**config.mk**
```make
export PLATFORM = sky130hd
export DESIGN_NAME = instr_encoder
export DESIGN_NICKNAME = d
export VERILOG_FILES = /design/src/rtl/instr_encoder_pkg.sv /design/src/rtl/mips_field_pack.sv /design/src/rtl/instr_encoder.sv
export SDC_FILE = /design/constraint.sdc
export NUM_CORES = 1
export LEC_CHECK = 0
export BUFFER_PORTS_ARGS = -buffer_cell sky130_fd_sc_hd__buf_2
export CAP_MARGIN = 10
export CORE_UTILIZATION = 45
export DETAILED_ROUTE_END_ITERATION = 10
export PLACE_DENSITY = 0.67
export SYNTH_ARGS = -nofsm -noshare
export SYNTH_HDL_FRONTEND = slang
export SYNTH_SLANG_ARGS = --single-unit
export TNS_END_PERCENT = 20
```
**constraint.sdc**
```tcl
create_clock -name clk -period 2.3 [get_ports clk]
set_clock_uncertainty 0.15 [all_clocks]
set_input_delay 0.345 -clock clk [delete_from_list [all_inputs] [get_ports clk]]
set_output_delay 0.345 -clock clk [all_outputs]
set_load 0.02 [all_outputs]
```
**src/rtl/instr_encoder_pkg.sv**
```systemverilog
// MIPS encoding constants, command codes and field-bundle helpers shared by the encoder.
// Latency: none, declarations only.
// Backpressure: not applicable.
package instr_encoder_pkg;

  // R-type funct codes
  localparam logic [5:0] FN_ADDU  = 6'b100001;
  localparam logic [5:0] FN_SUBU  = 6'b100011;
  localparam logic [5:0] FN_AND   = 6'b100100;
  localparam logic [5:0] FN_OR    = 6'b100101;
  localparam logic [5:0] FN_SLTU  = 6'b101011;
  localparam logic [5:0] FN_MFHI  = 6'b010000;
  localparam logic [5:0] FN_MFLO  = 6'b010010;
  localparam logic [5:0] FN_MULTU = 6'b011001;
  localparam logic [5:0] FN_JR    = 6'b001000;

  // Primary opcodes
  localparam logic [5:0] OPC_LW    = 6'b100011;
  localparam logic [5:0] OPC_SW    = 6'b101011;
  localparam logic [5:0] OPC_BEQ   = 6'b000100;
  localparam logic [5:0] OPC_BNE   = 6'b000101;
  localparam logic [5:0] OPC_ADDIU = 6'b001001;
  localparam logic [5:0] OPC_LUI   = 6'b001111;
  localparam logic [5:0] OPC_ORI   = 6'b001101;
  localparam logic [5:0] OPC_J     = 6'b000010;
  localparam logic [5:0] OPC_JAL   = 6'b000011;

  // Symbolic command codes on cmd_op
  localparam logic [4:0] CMD_ADDU  = 5'd0;
  localparam logic [4:0] CMD_SUBU  = 5'd1;
  localparam logic [4:0] CMD_AND   = 5'd2;
  localparam logic [4:0] CMD_OR    = 5'd3;
  localparam logic [4:0] CMD_SLTU  = 5'd4;
  localparam logic [4:0] CMD_MFHI  = 5'd5;
  localparam logic [4:0] CMD_MFLO  = 5'd6;
  localparam logic [4:0] CMD_MULTU = 5'd7;
  localparam logic [4:0] CMD_JR    = 5'd8;
  localparam logic [4:0] CMD_LW    = 5'd9;
  localparam logic [4:0] CMD_SW    = 5'd10;
  localparam logic [4:0] CMD_BEQ   = 5'd11;
  localparam logic [4:0] CMD_BNE   = 5'd12;
  localparam logic [4:0] CMD_ADDIU = 5'd13;
  localparam logic [4:0] CMD_LUI   = 5'd14;
  localparam logic [4:0] CMD_ORI   = 5'd15;
  localparam logic [4:0] CMD_J     = 5'd16;
  localparam logic [4:0] CMD_JAL   = 5'd17;
  localparam logic [4:0] CMD_LI    = 5'd18;
  localparam logic [4:0] CMD_MUL   = 5'd19;

  typedef enum logic [1:0] {FMT_R, FMT_I, FMT_J} fmt_t;

  typedef enum logic [1:0] {ST_IDLE, ST_EMIT1, ST_EMIT_LAST} state_t;

  // Everything the field packer needs except the J target, which always comes from cmd_imm
  typedef struct packed {
    fmt_t        fmt;
    logic [5:0]  opcode;
    logic [4:0]  rs;
    logic [4:0]  rt;
    logic [4:0]  rd;
    logic [5:0]  funct;
    logic [15:0] imm16;
  } fields_t;

  function automatic fields_t r_fld(input logic [4:0] rs, input logic [4:0] rt,
                                    input logic [4:0] rd, input logic [5:0] fn);
    fields_t f;
    f = '0;
    f.fmt = FMT_R;
    f.rs = rs;
    f.rt = rt;
    f.rd = rd;
    f.funct = fn;
    return f;
  endfunction

  function automatic fields_t i_fld(input logic [5:0] opc, input logic [4:0] rs,
                                    input logic [4:0] rt, input logic [15:0] imm16);
    fields_t f;
    f = '0;
    f.fmt = FMT_I;
    f.opcode = opc;
    f.rs = rs;
    f.rt = rt;
    f.imm16 = imm16;
    return f;
  endfunction

  function automatic fields_t j_fld(input logic [5:0] opc);
    fields_t f;
    f = '0;
    f.fmt = FMT_J;
    f.opcode = opc;
    return f;
  endfunction

endpackage

```
**src/rtl/mips_field_pack.sv**
```systemverilog
// Packs opcode/register/immediate fields into one 32-bit MIPS word for R, I or J format.
// Latency: purely combinational.
// Backpressure: none, no state.
module mips_field_pack
  import instr_encoder_pkg::*;
(
  input  fmt_t        fmt,
  input  logic [5:0]  opcode,
  input  logic [4:0]  rs,
  input  logic [4:0]  rt,
  input  logic [4:0]  rd,
  input  logic [5:0]  funct,
  input  logic [15:0] imm16,
  input  logic [25:0] target26,
  output logic [31:0] word
);

  // Select the bit layout for the requested format; R-type always has op=0 and shamt=0
  always_comb begin
    word = '0;
    case (fmt)
      FMT_R:   word = {6'b000000, rs, rt, rd, 5'b00000, funct};
      FMT_I:   word = {opcode, rs, rt, imm16};
      FMT_J:   word = {opcode, target26};
      default: word = '0;
    endcase
  end

endmodule

```
**src/rtl/instr_encoder.sv**
```systemverilog
// Symbolic command to MIPS word encoder; LI/MUL pseudo-ops expand to two words.
// Latency: first word valid the cycle after the command is accepted.
// Backpressure: holds word/address while instr_ready is low; cmd_ready only when idle or last word leaves.
module instr_encoder
  import instr_encoder_pkg::*;
#(
  parameter int ADDR_W = 6
) (
  input  logic              clk,
  input  logic              reset,
  input  logic              cmd_valid,
  output logic              cmd_ready,
  input  logic [4:0]        cmd_op,
  input  logic [4:0]        cmd_rs,
  input  logic [4:0]        cmd_rt,
  input  logic [4:0]        cmd_rd,
  input  logic [31:0]       cmd_imm,
  output logic              instr_valid,
  input  logic              instr_ready,
  output logic [31:0]       instr,
  output logic [ADDR_W-1:0] instr_addr,
  output logic              err
);

  state_t      state, state_n;
  fields_t     f0, f1;
  logic [31:0] w0, w1, pend;
  logic        two_word, illegal;
  logic        accept, out_hs, ld_cmd, err_n;

  assign instr_valid = (state != ST_IDLE);
  assign cmd_ready   = (state == ST_IDLE) || ((state == ST_EMIT_LAST) && instr_ready);
  assign accept      = cmd_valid && cmd_ready;
  assign out_hs      = instr_valid && instr_ready;

  // Translate the command into field bundles for the first and (optional) second word
  always_comb begin
    f0 = r_fld(5'd0, 5'd0, 5'd0, 6'd0);
    f1 = r_fld(5'd0, 5'd0, 5'd0, 6'd0);
    two_word = 1'b0;
    illegal  = 1'b0;
    case (cmd_op)
      CMD_ADDU:  f0 = r_fld(cmd_rs, cmd_rt, cmd_rd, FN_ADDU);
      CMD_SUBU:  f0 = r_fld(cmd_rs, cmd_rt, cmd_rd, FN_SUBU);
      CMD_AND:   f0 = r_fld(cmd_rs, cmd_rt, cmd_rd, FN_AND);
      CMD_OR:    f0 = r_fld(cmd_rs, cmd_rt, cmd_rd, FN_OR);
      CMD_SLTU:  f0 = r_fld(cmd_rs, cmd_rt, cmd_rd, FN_SLTU);
      CMD_MFHI:  f0 = r_fld(5'd0, 5'd0, cmd_rd, FN_MFHI);
      CMD_MFLO:  f0 = r_fld(5'd0, 5'd0, cmd_rd, FN_MFLO);
      CMD_MULTU: f0 = r_fld(cmd_rs, cmd_rt, 5'd0, FN_MULTU);
      CMD_JR:    f0 = r_fld(cmd_rs, 5'd0, 5'd0, FN_JR);
      CMD_LW:    f0 = i_fld(OPC_LW, cmd_rs, cmd_rt, cmd_imm[15:0]);
      CMD_SW:    f0 = i_fld(OPC_SW, cmd_rs, cmd_rt, cmd_imm[15:0]);
      CMD_BEQ:   f0 = i_fld(OPC_BEQ, cmd_rs, cmd_rt, cmd_imm[15:0]);
      CMD_BNE:   f0 = i_fld(OPC_BNE, cmd_rs, cmd_rt, cmd_imm[15:0]);
      CMD_ADDIU: f0 = i_fld(OPC_ADDIU, cmd_rs, cmd_rt, cmd_imm[15:0]);
      CMD_LUI:   f0 = i_fld(OPC_LUI, 5'd0, cmd_rt, cmd_imm[15:0]);
      CMD_ORI:   f0 = i_fld(OPC_ORI, cmd_rs, cmd_rt, cmd_imm[15:0]);
      CMD_J:     f0 = j_fld(OPC_J);
      CMD_JAL:   f0 = j_fld(OPC_JAL);
      CMD_LI: begin
        if (cmd_imm[31:16] == 16'd0) begin
          f0 = i_fld(OPC_ORI, 5'd0, cmd_rt, cmd_imm[15:0]);
        end else begin
          f0 = i_fld(OPC_LUI, 5'd0, cmd_rt, cmd_imm[31:16]);
          f1 = i_fld(OPC_ORI, cmd_rt, cmd_rt, cmd_imm[15:0]);
          two_word = 1'b1;
        end
      end
      CMD_MUL: begin
        f0 = r_fld(cmd_rs, cmd_rt, 5'd0, FN_MULTU);
        f1 = r_fld(5'd0, 5'd0, cmd_rd, FN_MFLO);
        two_word = 1'b1;
      end
      default: illegal = 1'b1;
    endcase
  end

  mips_field_pack u_pack0 (
    .fmt(f0.fmt), .opcode(f0.opcode), .rs(f0.rs), .rt(f0.rt), .rd(f0.rd),
    .funct(f0.funct), .imm16(f0.imm16), .target26(cmd_imm[27:2]), .word(w0)
  );

  mips_field_pack u_pack1 (
    .fmt(f1.fmt), .opcode(f1.opcode), .rs(f1.rs), .rt(f1.rt), .rd(f1.rd),
    .funct(f1.funct), .imm16(f1.imm16), .target26(cmd_imm[27:2]), .word(w1)
  );

  // Next state: a word leaving and a new command arriving may share one edge
  always_comb begin
    state_n = state;
    ld_cmd  = 1'b0;
    err_n   = 1'b0;
    if (state == ST_EMIT1 && out_hs) begin
      state_n = ST_EMIT_LAST;
    end else if (state == ST_EMIT_LAST && out_hs) begin
      state_n = ST_IDLE;
    end
    if (accept) begin
      if (illegal) begin
        err_n   = 1'b1;
        state_n = ST_IDLE;
      end else begin
        ld_cmd  = 1'b1;
        state_n = two_word ? ST_EMIT1 : ST_EMIT_LAST;
      end
    end
  end

  // State register
  always_ff @(posedge clk or negedge reset) begin
    if (!reset) state <= ST_IDLE;
    else        state <= state_n;
  end

  // Output word, pending second word, address counter and error pulse
  always_ff @(posedge clk or negedge reset) begin
    if (!reset) begin
      instr      <= '0;
      pend       <= '0;
      instr_addr <= '0;
      err        <= 1'b0;
    end else begin
      err <= err_n;
      if (out_hs) instr_addr <= instr_addr + ADDR_W'(1);
      if (ld_cmd) begin
        instr <= w0;
        pend  <= w1;
      end else if (state == ST_EMIT1 && out_hs) begin
        instr <= pend;
      end
    end
  end

endmodule

```
# ---- After elaboration in Yosys (flattened, before gate mapping)
# Index checks and enable logic that the tools add are counted.
dict set report op_classes {
  n_mux 19
  n_reduce_logical 16
  n_addsub 1
  n_eq_ne 25
}
# cell n
set ops {}
lappend ops {{45-bit one-hot mux with 19 select lines} 1}
lappend ops {{32-bit one-hot mux with 3 select lines} 2}
lappend ops {{44-bit one-hot mux with 2 select lines} 1}
lappend ops {{32-bit 2-to-1 mux} 2}
lappend ops {{44-bit 2-to-1 mux} 1}
lappend ops {{5-bit by 4-bit == test with 1-bit output (second input constant)} 8}
lappend ops {{39-bit 2-to-1 mux} 1}
lappend ops {{5-bit by 3-bit == test with 1-bit output (second input constant)} 4}
lappend ops {{5-bit == test (second input constant)} 4}
lappend ops {{20-bit OR reduction} 1}
lappend ops {{16-bit zero test} 1}
lappend ops {{5-bit by 2-bit == test with 1-bit output (second input constant)} 2}
lappend ops {{2-bit 2-to-1 mux} 5}
lappend ops {{6-bit by 1-bit adder with 6-bit output (second input constant)} 1}
lappend ops {{2-bit zero test} 3}
lappend ops {{5-bit by 1-bit == test with 1-bit output (second input constant)} 1}
lappend ops {{1-bit logical AND} 5}
lappend ops {{5-bit zero test} 1}
lappend ops {{1-bit 2-to-1 mux} 5}
lappend ops {{2-bit by 1-bit == test with 1-bit output (second input constant)} 2}
lappend ops {{2-bit == test (second input constant)} 2}
lappend ops {{2-bit nonzero test} 2}
lappend ops {{3-bit nonzero test} 1}
lappend ops {{1-bit by 2-bit == test with 1-bit output (second input constant)} 1}
lappend ops {{4 further kinds} 4}
dict set report word_totals {
  inputBits 56
  register_bits 73
  output_inout_bits 41
}

# ---- Depth between registers and ports, before layout
# Gate-level depths: netlist of the first run.
dict set report depth {
  word_depth 6
  ltp_mapped 7
  mapped_depth_nobuf 5
}

# ---- Cells and area by module
# From an unflattened synthesis of the first run, not the netlist that was laid out.
dict set report unflattened {
  cells_unflattened 488
  area_unflattened_um2 4936.0
}
# mod n_inst area_each_um2 cells_per_inst
set modules_own_cells {}
lappend modules_own_cells {instr_encoder 1 4042.6 382}
lappend modules_own_cells {mips_field_pack 2 446.7 53}

# ---- Worst setup path after synthesis of the first run
# No wires, ideal clock.
dict set report synth_timing {
  path_type {input port to flip-flop}
  start {input port cmd_op[0]}
  end {register instr[7]}
  cell_stages 7
  setup_slack_ns 0.525
  arrival_time_ns 1.487
  required_ns 2.012
  path_cell_list {or3_1 > clkbuf_1 > nand2_1 > o21ai_1 > buf_4 > a222oi_1 > o211ai_1}
}
dict set report synth_via {
  elab_chain_cells 6
  word_cells_on_any_way 31
}
# item line
set synth_rtl {}
lappend synth_rtl {{start, declared} instr_encoder.sv:13} ;# input logic [4:0] cmd_op,
lappend synth_rtl {{5-bit == test / 5-bit by 3-bit == test with 1-bit output (equally long branches)} instr_encoder.sv:42} ;# case (cmd_op)
lappend synth_rtl {{2-bit OR reduction (no line)} --}
lappend synth_rtl {{45-bit one-hot mux with 19 select lines} instr_encoder.sv:42}
lappend synth_rtl {{2-bit == test, or another cell as far along} mips_field_pack.sv:21} ;# case (fmt)
lappend synth_rtl {{32-bit one-hot mux with 3 select lines} mips_field_pack.sv:21}
lappend synth_rtl {{32-bit 2-to-1 mux} instr_encoder.sv:126} ;# if (ld_cmd) begin
lappend synth_rtl {{end signal, assigned} instr_encoder.sv:127} ;# instr <= w0;
lappend synth_rtl {{end signal, assigned} instr_encoder.sv:130} ;# instr <= pend;
lappend synth_rtl {{end, declared} instr_encoder.sv:20} ;# output logic [31:0] instr,
# Parallel ways exist; a longest one is shown, timed or not.
# A chain may end at the register's enable or synchronous reset.

# ---- Worst setup path after layout of the first run
dict set report layout_timing {
  start {input port cmd_op[2]}
  end {register instr[18]}
}
# Same word-level chain as after synthesis.

==> impl_metrics.json, run 1 <==
{
  "met1_usage_pct": 40.6,
  "finalSetupTns_ns": 0,
  "ys_ff_latch": 62,
  "synth_edf_count": 0,
  "p_leak_uw": 0.00214,
  "num_rows": 32,
  "syn-num-nets": 470,
  "ys_top_cells_by_count": "91 x nand2_1, 62 x dfrtp_1, 32 x o21ai_0, 28 x nand3_1, 19 x a21oi_1",
  "final_net_count": 573,
  "synth_area_leaders": "dfrtp_1 44%, nand2_1 9.6%, o21ai_0 4.5%",
  "cts_htree_levels": 3,
  "holdPathEnd": "instr[21]",
  "gr-max-usage-layer": "met2",
  "drc": 0,
  "ys_warn_count": 0,
  "synth_cells": 413,
  "avgSynthCellArea_sq_um": 8.62,
  "yosys.cell_types.count": 53,
  "drv_cap": 0,
  "reg2reg_slack_ns": 0.46,
  "drive_gt1_share_pct": 27.6,
  "worstPathMaxFanout": 47,
  "grt_pass1_wl_microns": 18800,
  "yosysMostFrequentCell": "nand2_1",
  "cp-end-kind": "register",
  "cts_buffers": 9,
  "path_clk_slew_ns": 0.07,
  "rr_startpoint": "state[1]",
  "rsz0062_at_grt": "no",
  "hold_viol": 0,
  "clk_latency_ns": 0.34,
  "seqCellArea_sq_um": 1550,
  "whs_path_depth": 2,
  "cts_setup_buffers": 0,
  "die_y_microns": 90.9,
  "synthArstFlopShare_pct": 100,
  "maxSlewHeadroom_pct": 57.4,
  "io_buffers": 95,
  "postRouteAntennaNets": 0,
  "drt_iter0_markers": 311,
  "yosysTopAreaCell": "dfrtp_1",
  "met2_usage_pct": 45.1,
  "ir_drop_mv": 0.298,
  "gp_congestion": 0.945,
  "antennaDiodeCount": 0,
  "hold_buffers": 1,
  "max_freq_mhz": 521,
  "final-setup-viol-count": 0,
  "p_total_uw": 3370,
  "worstHoldStart": "cmd_rs[0]",
  "syn-cell-area_sq_um": 3560,
  "wl_microns": 11400,
  "cts_tree": "yes",
  "multi_input_area_sq_um": 1820,
  "yosysSeqAreaShare_pct": 43.6,
  "grt_pass1_vias": 3589,
  "initial_utilization_pct": 46.3,
  "status": "finished clean",
  "slew_viol_final": 0,
  "antenna_found_initial": 0,
  "grtUsageMet3_pct": 4.63,
  "vias_per_cell": 5.83,
  "powerDensity_nw_per_um2": 763,
  "reg2regPathDepth": 5,
  "ys.flop_type": "dfrtp_1",
  "final_core_util_pct": 57.5,
  "fillers": 734,
  "min_period_ns": 1.92,
  "core_sq_um": 7690,
  "startpoint_type": "input port",
  "grt_start_max_net_pins": 48,
  "grt_overflow": 0,
  "dp_hpwl_microns": 8390,
  "grt_usage_pct": 29.1,
  "timing.rr.end": "instr[18]",
  "cts_root_buffer": "clkbuf_8",
  "ios": 97,
  "cts.sinks": 62,
  "period_share_pct": 83.5,
  "worst_ep_arrival_time_ns": 2.05,
  "vias": 3631,
  "postCtsResizedCells": 0,
  "clockBufferDepth": 2,
  "hold_class": "input port to register",
  "critPathKind": "input port to register",
  "worst_slew_pin_slew_ns": 0.638,
  "synth_top_area_share_pct": 43.6,
  "first_pass_iters": 5,
  "avgRoutedWirePerCell_microns": 18.2,
  "cp.required_ns": 2.43,
  "die_x_microns": 90.9,
  "area_growth_pct": 24.1,
  "die_area_sq_um": 8270
}
[how the worst max path moves through the flow]
| stage | startpoint | endpoint | slack (ns) | cells past startpoint |
|---|---|---|---|---|
| 5_1_grt | cmd_op[2] | instr[18] | 0.25 | 6 |
| 2_1_floorplan | cmd_op[0] | instr[7] | 0.53 | 7 |
| 4_1_cts | cmd_op[2] | instr[18] | 0.45 | 6 |
| 3_3_place_gp | cmd_op[1] | instr[6] | 0.16 | 7 |
| 6_report | cmd_op[2] | instr[18] | 0.38 | 6 |
| 3_5_place_dp | cmd_op[2] | instr[5] | 0.10 | 6 |
[critical path: stages]
cell,delay [ns]
buf_2,0.16
o21ai_0,0.40
nand4b_1,0.33
buf_12,0.28
nor2_1,0.33
a21o_1,0.19
[power breakdown]
group          switching [uW]  leakage, uW  internal, uW  total, uW
sequential                140     0.000797          1290       1430
combinational             678      0.00126           414       1090
clock                     458    0.0000837           394        852
total                    1280      0.00214          2100       3370
[registers in the layout, summed over array words and instances, names as in the netlist]
| name | flops |
|---|---|
| err | 1 |
| instr | 31 |
| instr_addr | 6 |
| pend | 22 |
| state | 2 |
[layout by cell type (no fill, tap or decap), drive strengths merged, types with 6 or more instances in the layout]
master,count
a21o,6
a21oi,20
a221oi,8
a22oi,8
a31oi,8
a32oi,6
and3,7
buf,124
clkbuf,11
dfrtp,62
mux2i,8
nand2,91
nand2b,7
nand3,28
nor2,15
o21ai,35
o22ai,7
[cells by family after synthesis]
kind of cell    count (synthesis)  synth area share, %
xor+xnor                        5                 1.23
fa+ha+maj                       1                0.352
other cells                     1                0.105
compound gates                123                 23.0
buf+inv                        37                 5.38
simple gates                  175                 23.8
mux                             9                 2.57
flops                          62                 43.6
[layout make-up]
type | count | area share [%]
inverter | 4 | 0.340
timing repair buffer | 125 | 16.8
multi-input combinational | 314 | 41.1
clock buffer | 11 | 2.97
tap | 102 | 2.89
clock inverter | 5 | 0.793
sequential | 62 | 35.1
[metrics by stage]
step / cells / setup slack, ns / hold slack [ns] / instance area, sq um
after floorplan: 413 / 0.525 / -0.101 / 3560
after global placement: 606 / 0.163 / 0.251 / 4240
after detailed placement: 606 / 0.101 / 0.256 / 4240
after CTS: 623 / 0.449 / 0.0590 / 4420
after global routing: 623 / 0.251 / 0.0639 / 4420
final: 623 / 0.379 / 0.0689 / 4420
[per-layer routing]
metal / up-vias / part of all wire [%]
met1: 1731 / 45
met2: 160 / 45
met4: 0 / 3.1
li1: 1716 / -
met3: 24 / 6.9
met5: - / 0
Power figures use the tool's default switching activity.
==> run 2: changes to the inputs <==
--- a/config.mk
+++ b/config.mk
@@ -5,11 +5,12 @@
 export SDC_FILE = /design/constraint.sdc
 export NUM_CORES = 1
 export LEC_CHECK = 0
+export ABC_AREA = 1
 export BUFFER_PORTS_ARGS = -buffer_cell sky130_fd_sc_hd__buf_2
 export CAP_MARGIN = 10
 export CORE_UTILIZATION = 45
 export DETAILED_ROUTE_END_ITERATION = 10
-export PLACE_DENSITY = 0.67
+export PLACE_DENSITY = 0.69
 export SYNTH_ARGS = -nofsm -noshare
 export SYNTH_HDL_FRONTEND = slang
 export SYNTH_SLANG_ARGS = --single-unit
==> constraint.sdc (replaced) <==
create_clock -name clk -period 1.7 [get_ports clk]
set_clock_uncertainty 0.15 [all_clocks]
set_input_delay 0.255 -clock clk [delete_from_list [all_inputs] [get_ports clk]]
set_output_delay 0.255 -clock clk [all_outputs]
set_load 0.02 [all_outputs]
==> run 2 against run 1 <==
The run now ends with negative setup slack left. Final cell count is 26% higher. Synthesized cell count is 29% higher. First-iteration DRC count is 22% higher. Synthesized area is 9.7% higher. Combinational power grew to 2.6 times the previous value. Critical endpoint is now instr[24]. Largest power group is now combinational logic.
==> impl_metrics.json, run 2 <==
{
  "ys_ff_latch": 62,
  "cts_htree_levels": 3,
  "final_cells": 782,
  "antenna_found_initial": 0,
  "setup_slack_ns": -0.0204,
  "hold_viol": 0,
  "cts_buffers": 9,
  "reg_top3": "instr x31, pend x22, instr_addr x6",
  "avgRoutedWirePerCell_microns": 15.0,
  "cts_root_buffer": "clkbuf_8",
  "vias_per_cell": 5.29,
  "critPathTopFamily": "simple AND/OR/NAND/NOR gates",
  "vias": 4140,
  "area_growth_pct": 34.0,
  "crit_top_cell": "nand2_4",
  "path_cells": "inv_2, nand2_4, nand2_4, nand2_4, nor2_8, inv_8, nand2_8, buf_6, nand4_1, o21ai_1, inv_1",
  "grt_overflow": 0,
  "num_rows": 33,
  "period_share_pct": 101,
  "dp_hpwl_microns": 8840,
  "cp.required_ns": 1.79,
  "finalSetupTns_ns": -0.0215,
  "yosys.cell_types.count": 40,
  "grt_pass1_wl_microns": 18300,
  "syn-cell-area_sq_um": 3900,
  "die_y_microns": 95.1,
  "io_buffers": 95,
  "avgSynthCellArea_sq_um": 7.35,
  "most-common-layout-cells": "140 x nand2_1, 95 x buf_2, 75 x nand3_1, 62 x dfrtp_1, 51 x inv_1",
  "dp.cells": 753,
  "synthMuxAreaShare_pct": 0.289,
  "drv_cap": 0,
  "worst_ep_arrival_time_ns": 1.81,
  "multi_input_area_sq_um": 2090,
  "fillers": 735,
  "synth_xor_area_share_pct": 0.898,
  "worstPathMaxFanout": 6,
  "synthArstFlopShare_pct": 100,
  "largest_reg_flops": 31,
  "hold_class": "input port to register",
  "yosysMostFrequentCell": "nand2_1",
  "yosysSeqAreaShare_pct": 39.8,
  "gp_congestion": 0.955,
  "synth_top_family_by_area": "simple AND/OR/NAND/NOR gates",
  "first_pass_iters": 5,
  "synth_top_area_share_pct": 39.8,
  "grt_usage_pct": 26.8,
  "grt_pass1_vias": 3794,
  "ys_warn_count": 0,
  "cts_tree": "yes",
  "seqCellArea_sq_um": 1550,
  "wl_microns": 11800,
  "clk_latency_ns": 0.34,
  "drt_iter0_markers": 379,
  "ys.flop_type": "dfrtp_1",
  "cts.sinks": 62,
  "antennaDiodeCount": 0,
  "synth_cells": 531,
  "violations": "negative setup slack",
  "slew_viol_final": 0,
  "rsz0062_at_grt": "yes",
  "postRouteAntennaNets": 0,
  "cp-end-kind": "register",
  "final_net_count": 729,
  "slowest_stage": "dfrtp_1",
  "whs_ns": 0.00667,
  "layout.cells.most_common": "nand2_1",
  "synth_edf_count": 0,
  "status": "finished, violations left",
  "regMostFlops": "instr",
  "drive_gt1_share_pct": 33.1,
  "initial_utilization_pct": 47.0,
  "critPathMaxStageDelay_ns": 0.44,
  "die_x_microns": 95.1,
  "path_clk_slew_ns": 0.07,
  "yosys.area_share.simple_pct": 36.8,
  "min_period_ns": 1.72,
  "drc": 0,
  "yosysTopAreaCell": "dfrtp_1",
  "startpoint_type": "register",
  "syn-num-nets": 588,
  "die_area_sq_um": 9050,
  "ios": 97,
  "synth_compound_area_share_pct": 12.1,
  "powerDensity_nw_per_um2": 1220,
  "final-setup-viol-count": 2,
  "ir_drop_mv": 0.630,
  "core_sq_um": 8300,
  "synth_area_leaders": "dfrtp_1 40%, nand2_1 14%, nand3_1 10%",
  "ys_top_cells_by_count": "147 x nand2_1, 79 x nand3_1, 62 x dfrtp_1, 54 x inv_1",
  "max_freq_mhz": 581,
  "clockBufferDepth": 2,
  "synthAdderAreaFrac_pct": 0.321,
  "grt_start_max_net_pins": 63,
  "cp_num_buf_inv": 4,
  "p_leak_uw": 0.00272,
  "critPathKind": "register to register"
}
run 2: cell types whose count changed in the layout (fill, tap and decap cells not counted), moves of 11 or more:
cell,change
nand3_1,+47
nand2_1,+49
buf_4,+21
nand4_1,+14
nor2_1,+21
a21oi_2,+11
inv_1,+47
run 2: worst min-delay path: stages:
cell	delay [ns]
buf_2	0.09
nand3_1	0.07
nand2_1	0.05
run 2: layer usage:
| metal | share of wire (%) | up-vias | track usage (%) |
|---|---|---|---|
| met1 | 42 | 1948 | 34.7 |
| met4 | 1.7 | 0 | 8.71 |
| met3 | 6.6 | 19 | 5.50 |
| li1 | - | 2026 | - |
| met2 | 50 | 147 | 44.6 |
| met5 | 0 | - | 0 |
run 2: worst paths after layout:
path | from | end | slack [ns] | cells after the start
min in group asynchronous | reset | instr[14] | 0.30 | 3
hold / removal | cmd_rt[1] | pend[22] | 0.007 | 3
setup reg to reg | state[1] | instr[24] | -0.02 | 11
hold reg to reg | instr_addr[5] | instr_addr[5] | 0.32 | 1
max in group asynchronous | reset | pend[5] | 0.83 | 3
setup / recovery | state[1] | instr[24] | -0.02 | 11
run 2: what timing repair did:
action                     4_1_cts  5_1_grt
setup endpoints to repair       32       45
resized for setup                4       32
buffers inserted                 1       11
pin swaps                        1        9
hold endpoints to repair        62        0
hold buffers                     1        0
run 2: power breakdown:
group | switching [uW] | total, uW | internal, uW
Sequential | 282 | 2220 | 1940
Combinational | 1730 | 2830 | 1100
Clock | 608 | 1320 | 717
Total | 2620 | 6370 | 3750
run 2: kinds of logic after synthesis:
logic type	Yosys count
xor gates and xnor gates	4
and+or+nand+nor	304
other	1
buffers and inverters	83
AOI/OAI and AO/OA	75
adders and majority gates	1
DFF	62
muxes	1
run 2: area by class of cell:
| type | instances | share of cell area, % |
|---|---|---|
| clock buffer | 11 | 2.70 |
| inverter | 59 | 4.45 |
| sequential | 62 | 29.7 |
| timing repair buffer | 154 | 19.6 |
| multi-input combinational | 386 | 39.9 |
| tap | 105 | 2.51 |
| clock inverter | 5 | 1.12 |
run 2: per-stage QoR:
step	setup WS (ns)	total power, uW	util (%)	cell area, sq um
final	-0.0204	6370	63.0	5230
after CTS	-0.00194	6150	60.6	5030
after global routing	-0.0997	6770	63.0	5230
after detailed placement	-0.144	4810	57.8	4800
after floorplan	0.0116	3840	-	3930
after global placement	-0.209	4750	57.8	4800
==> run 3: changes to the inputs <==
--- a/config.mk
+++ b/config.mk
@@ -10,7 +10,7 @@
 export CAP_MARGIN = 10
 export CORE_UTILIZATION = 45
 export DETAILED_ROUTE_END_ITERATION = 10
-export PLACE_DENSITY = 0.69
+export PLACE_DENSITY = 0.66
 export SYNTH_ARGS = -nofsm -noshare
 export SYNTH_HDL_FRONTEND = slang
 export SYNTH_SLANG_ARGS = --single-unit
==> constraint.sdc (replaced) <==
create_clock -name clk -period 2 [get_ports clk]
set_clock_uncertainty 0.15 [all_clocks]
set_input_delay 0.3 -clock clk [delete_from_list [all_inputs] [get_ports clk]]
set_output_delay 0.3 -clock clk [all_outputs]
set_load 0.01 [all_outputs]
==> run 3 against run 2 <==
The flow now finishes without violations. Worst setup slack gained 0.18 ns. Power shrank 23%. Maximum frequency shrank 6.5%. First-iteration DRC count shrank 17%. Clock-buffer cell count shrank 2. Register-to-register slack gained 0.18 ns. Die area is the same. Largest cell class unchanged. Largest power group is now sequential cells.
==> impl_metrics.json, run 3 (synthesis gave the netlist of run 2 again) <==
{
  "clk_latency_ns": 0.36,
  "wl_met1_microns": 5070,
  "die_area_sq_um": 9050,
  "swShare_pct": 37.8,
  "slew_viol_final": 0,
  "critPathKind": "register to register",
  "drv_cap": 0,
  "worst_slew_pin_slew_ns": 0.526,
  "grt_start_max_net_pins": 31,
  "wl_met2_microns": 5330,
  "rsz0062_at_grt": "no",
  "top_layer_used": "met4",
  "startpoint_type": "register",
  "seq_power_share_pct": 37.8,
  "die_y_microns": 95.1,
  "cts.sinks": 62,
  "status": "finished clean",
  "period_share_pct": 92.0,
  "critPathMaxStageDelay_ns": 0.40,
  "grt_usage_pct": 26.3,
  "power_frac_comb_pct": 36.4,
  "cts_buffers": 9,
  "io_buffers": 95,
  "regMostFlops": "instr",
  "drt_iter0_markers": 316,
  "seqCellArea_sq_um": 1550,
  "worst_ep_arrival_time_ns": 1.97,
  "powerDensity_nw_per_um2": 1030,
  "vias": 3946,
  "fillers": 823,
  "layout.cells.most_common": "nand2_1",
  "grt_pass1_wl_microns": 17900,
  "dp.cells": 725,
  "final_net_count": 689,
  "cp_num_buf_inv": 3,
  "finalSetupTns_ns": 0,
  "wl_met3_microns": 686,
  "avgRoutedWirePerCell_microns": 15.2,
  "cp.required_ns": 2.13,
  "placed_area_sq_um": 4550,
  "power.internal_uw": 3070,
  "grt_pass1_vias": 3608,
  "most-common-layout-cells": "145 x nand2_1, 95 x buf_2, 79 x nand3_1, 62 x dfrtp_1, 54 x inv_1",
  "cts_tree": "yes",
  "vias_per_cell": 5.32,
  "cts_htree_levels": 3,
  "max_freq_mhz": 543,
  "reg_top3": "instr x31, pend x22, instr_addr x6",
  "p_leak_uw": 0.00250,
  "hold_viol": 0,
  "ios": 97,
  "final_cells": 742,
  "ir_drop_mv": 0.411,
  "p_sw_uw": 1870,
  "wl_microns": 11300,
  "gp_congestion": 0.853,
  "maxSlewHeadroom_pct": 64.9,
  "largest_reg_flops": 31,
  "multi_input_area_sq_um": 1990,
  "num_rows": 33,
  "hold_class": "input port to register",
  "min_period_ns": 1.84,
  "critPathTopFamily": "buffers and inverters",
  "slowest_stage": "dfrtp_1",
  "area_growth_pct": 23.1,
  "cts_root_buffer": "clkbuf_8",
  "grt_overflow": 0,
  "path_clk_slew_ns": 0.09,
  "cp-end-kind": "register",
  "postRouteAntennaNets": 0,
  "antennaDiodeCount": 0,
  "initial_utilization_pct": 47.0,
  "antenna_found_initial": 0,
  "first_pass_iters": 5,
  "path_cells": "inv_1, nand3_1, nand2_2, nand2_4, nor2_8, buf_6, buf_4, nand2_1, a21oi_2",
  "clock_power_share_pct": 25.8,
  "drive_gt1_share_pct": 26.8,
  "final-setup-viol-count": 0,
  "stdcell_area_sq_um": 4800,
  "dp_hpwl_microns": 8380,
  "worstPathMaxFanout": 30,
  "final_core_util_pct": 57.9,
  "clockBufferDepth": 2,
  "core_sq_um": 8300,
  "drc": 0,
  "whs_ns": 0.0304,
  "die_x_microns": 95.1
}
-- run 3: cell count changes in the layout (fill, tap and decap cells not counted), moves of 3 or more --
cell,delta
buf_4,-35
o21ai_0,+7
o21ai_1,-6
nand2_1,+5
nand3_1,+4
buf_6,-3
inv_1,+3
nand2_4,-3
nand3_2,-3
-- run 3: layout make-up --
cell class / count / share of cell area, %
tap: 105 / 2.73
sequential: 62 / 32.3
inverter: 59 / 4.66
timing repair buffer: 114 / 14.3
clock buffer: 9 / 2.58
multi-input combinational: 386 / 41.4
clock inverter: 7 / 2.06
-- run 3: metrics by stage --
stage | setup slack [ns] | power, uW
4_1_cts | 0.0508 | 4950
6_report | 0.160 | 4930
3_3_place_gp | 0.121 | 3630
3_5_place_dp | 0.0553 | 3680
5_1_grt | 0.0201 | 5280
2_1_floorplan | 0.258 | 2950
-- run 3: path summary, 6_finish.rpt --
kind                                    start             to  slack [ns]  cells past startpoint
worst min register to register  instr_addr[5]  instr_addr[5]        0.31                      1
worst min-delay path                cmd_rt[2]       pend[23]        0.03                      3
max in group asynchronous               reset      instr[11]        0.76                      3
worst max-delay path                 state[0]       instr[1]        0.16                      9
worst max register to register       state[0]       instr[1]        0.16                      9
min in group asynchronous               reset  instr_addr[0]        0.30                      2
-- run 3: routing by layer --
metal / global-route usage, % / vias up
li1: - / 1943
met1: 35.5 / 1829
met2: 41.7 / 157
met3: 5.26 / 17
met4: 9.60 / 0
met5: 0 / -
-- run 3: power groups by stage --
stage               logic (uW)  clock network [uW]  registers [uW]
floorplan                  901                   0            2040
global placement          1760                   0            1880
detailed placement        1790                   0            1890
CTS                       1790                1290            1870
global route              2020                1340            1920
finish                    1800                1270            1860
-- run 3: worst reg2reg max path, cell delays in order (launching register included) --
cell and delay [ns]:
dfrtp_1 0.40, inv_1 0.07, nand3_1 0.12, nand2_2 0.12
nand2_4 0.09, nor2_8 0.11, buf_6 0.24, buf_4 0.25
nand2_1 0.10, a21oi_2 0.12
-- run 3: timing repair --
item / 4_1_cts / 5_1_grt
setup endpoints to repair: 0 / 37
hold buffers: 1 / 0
gates resized for setup: 0 / 5
setup buffers: 0 / 0
hold endpoints to repair: 21 / 0
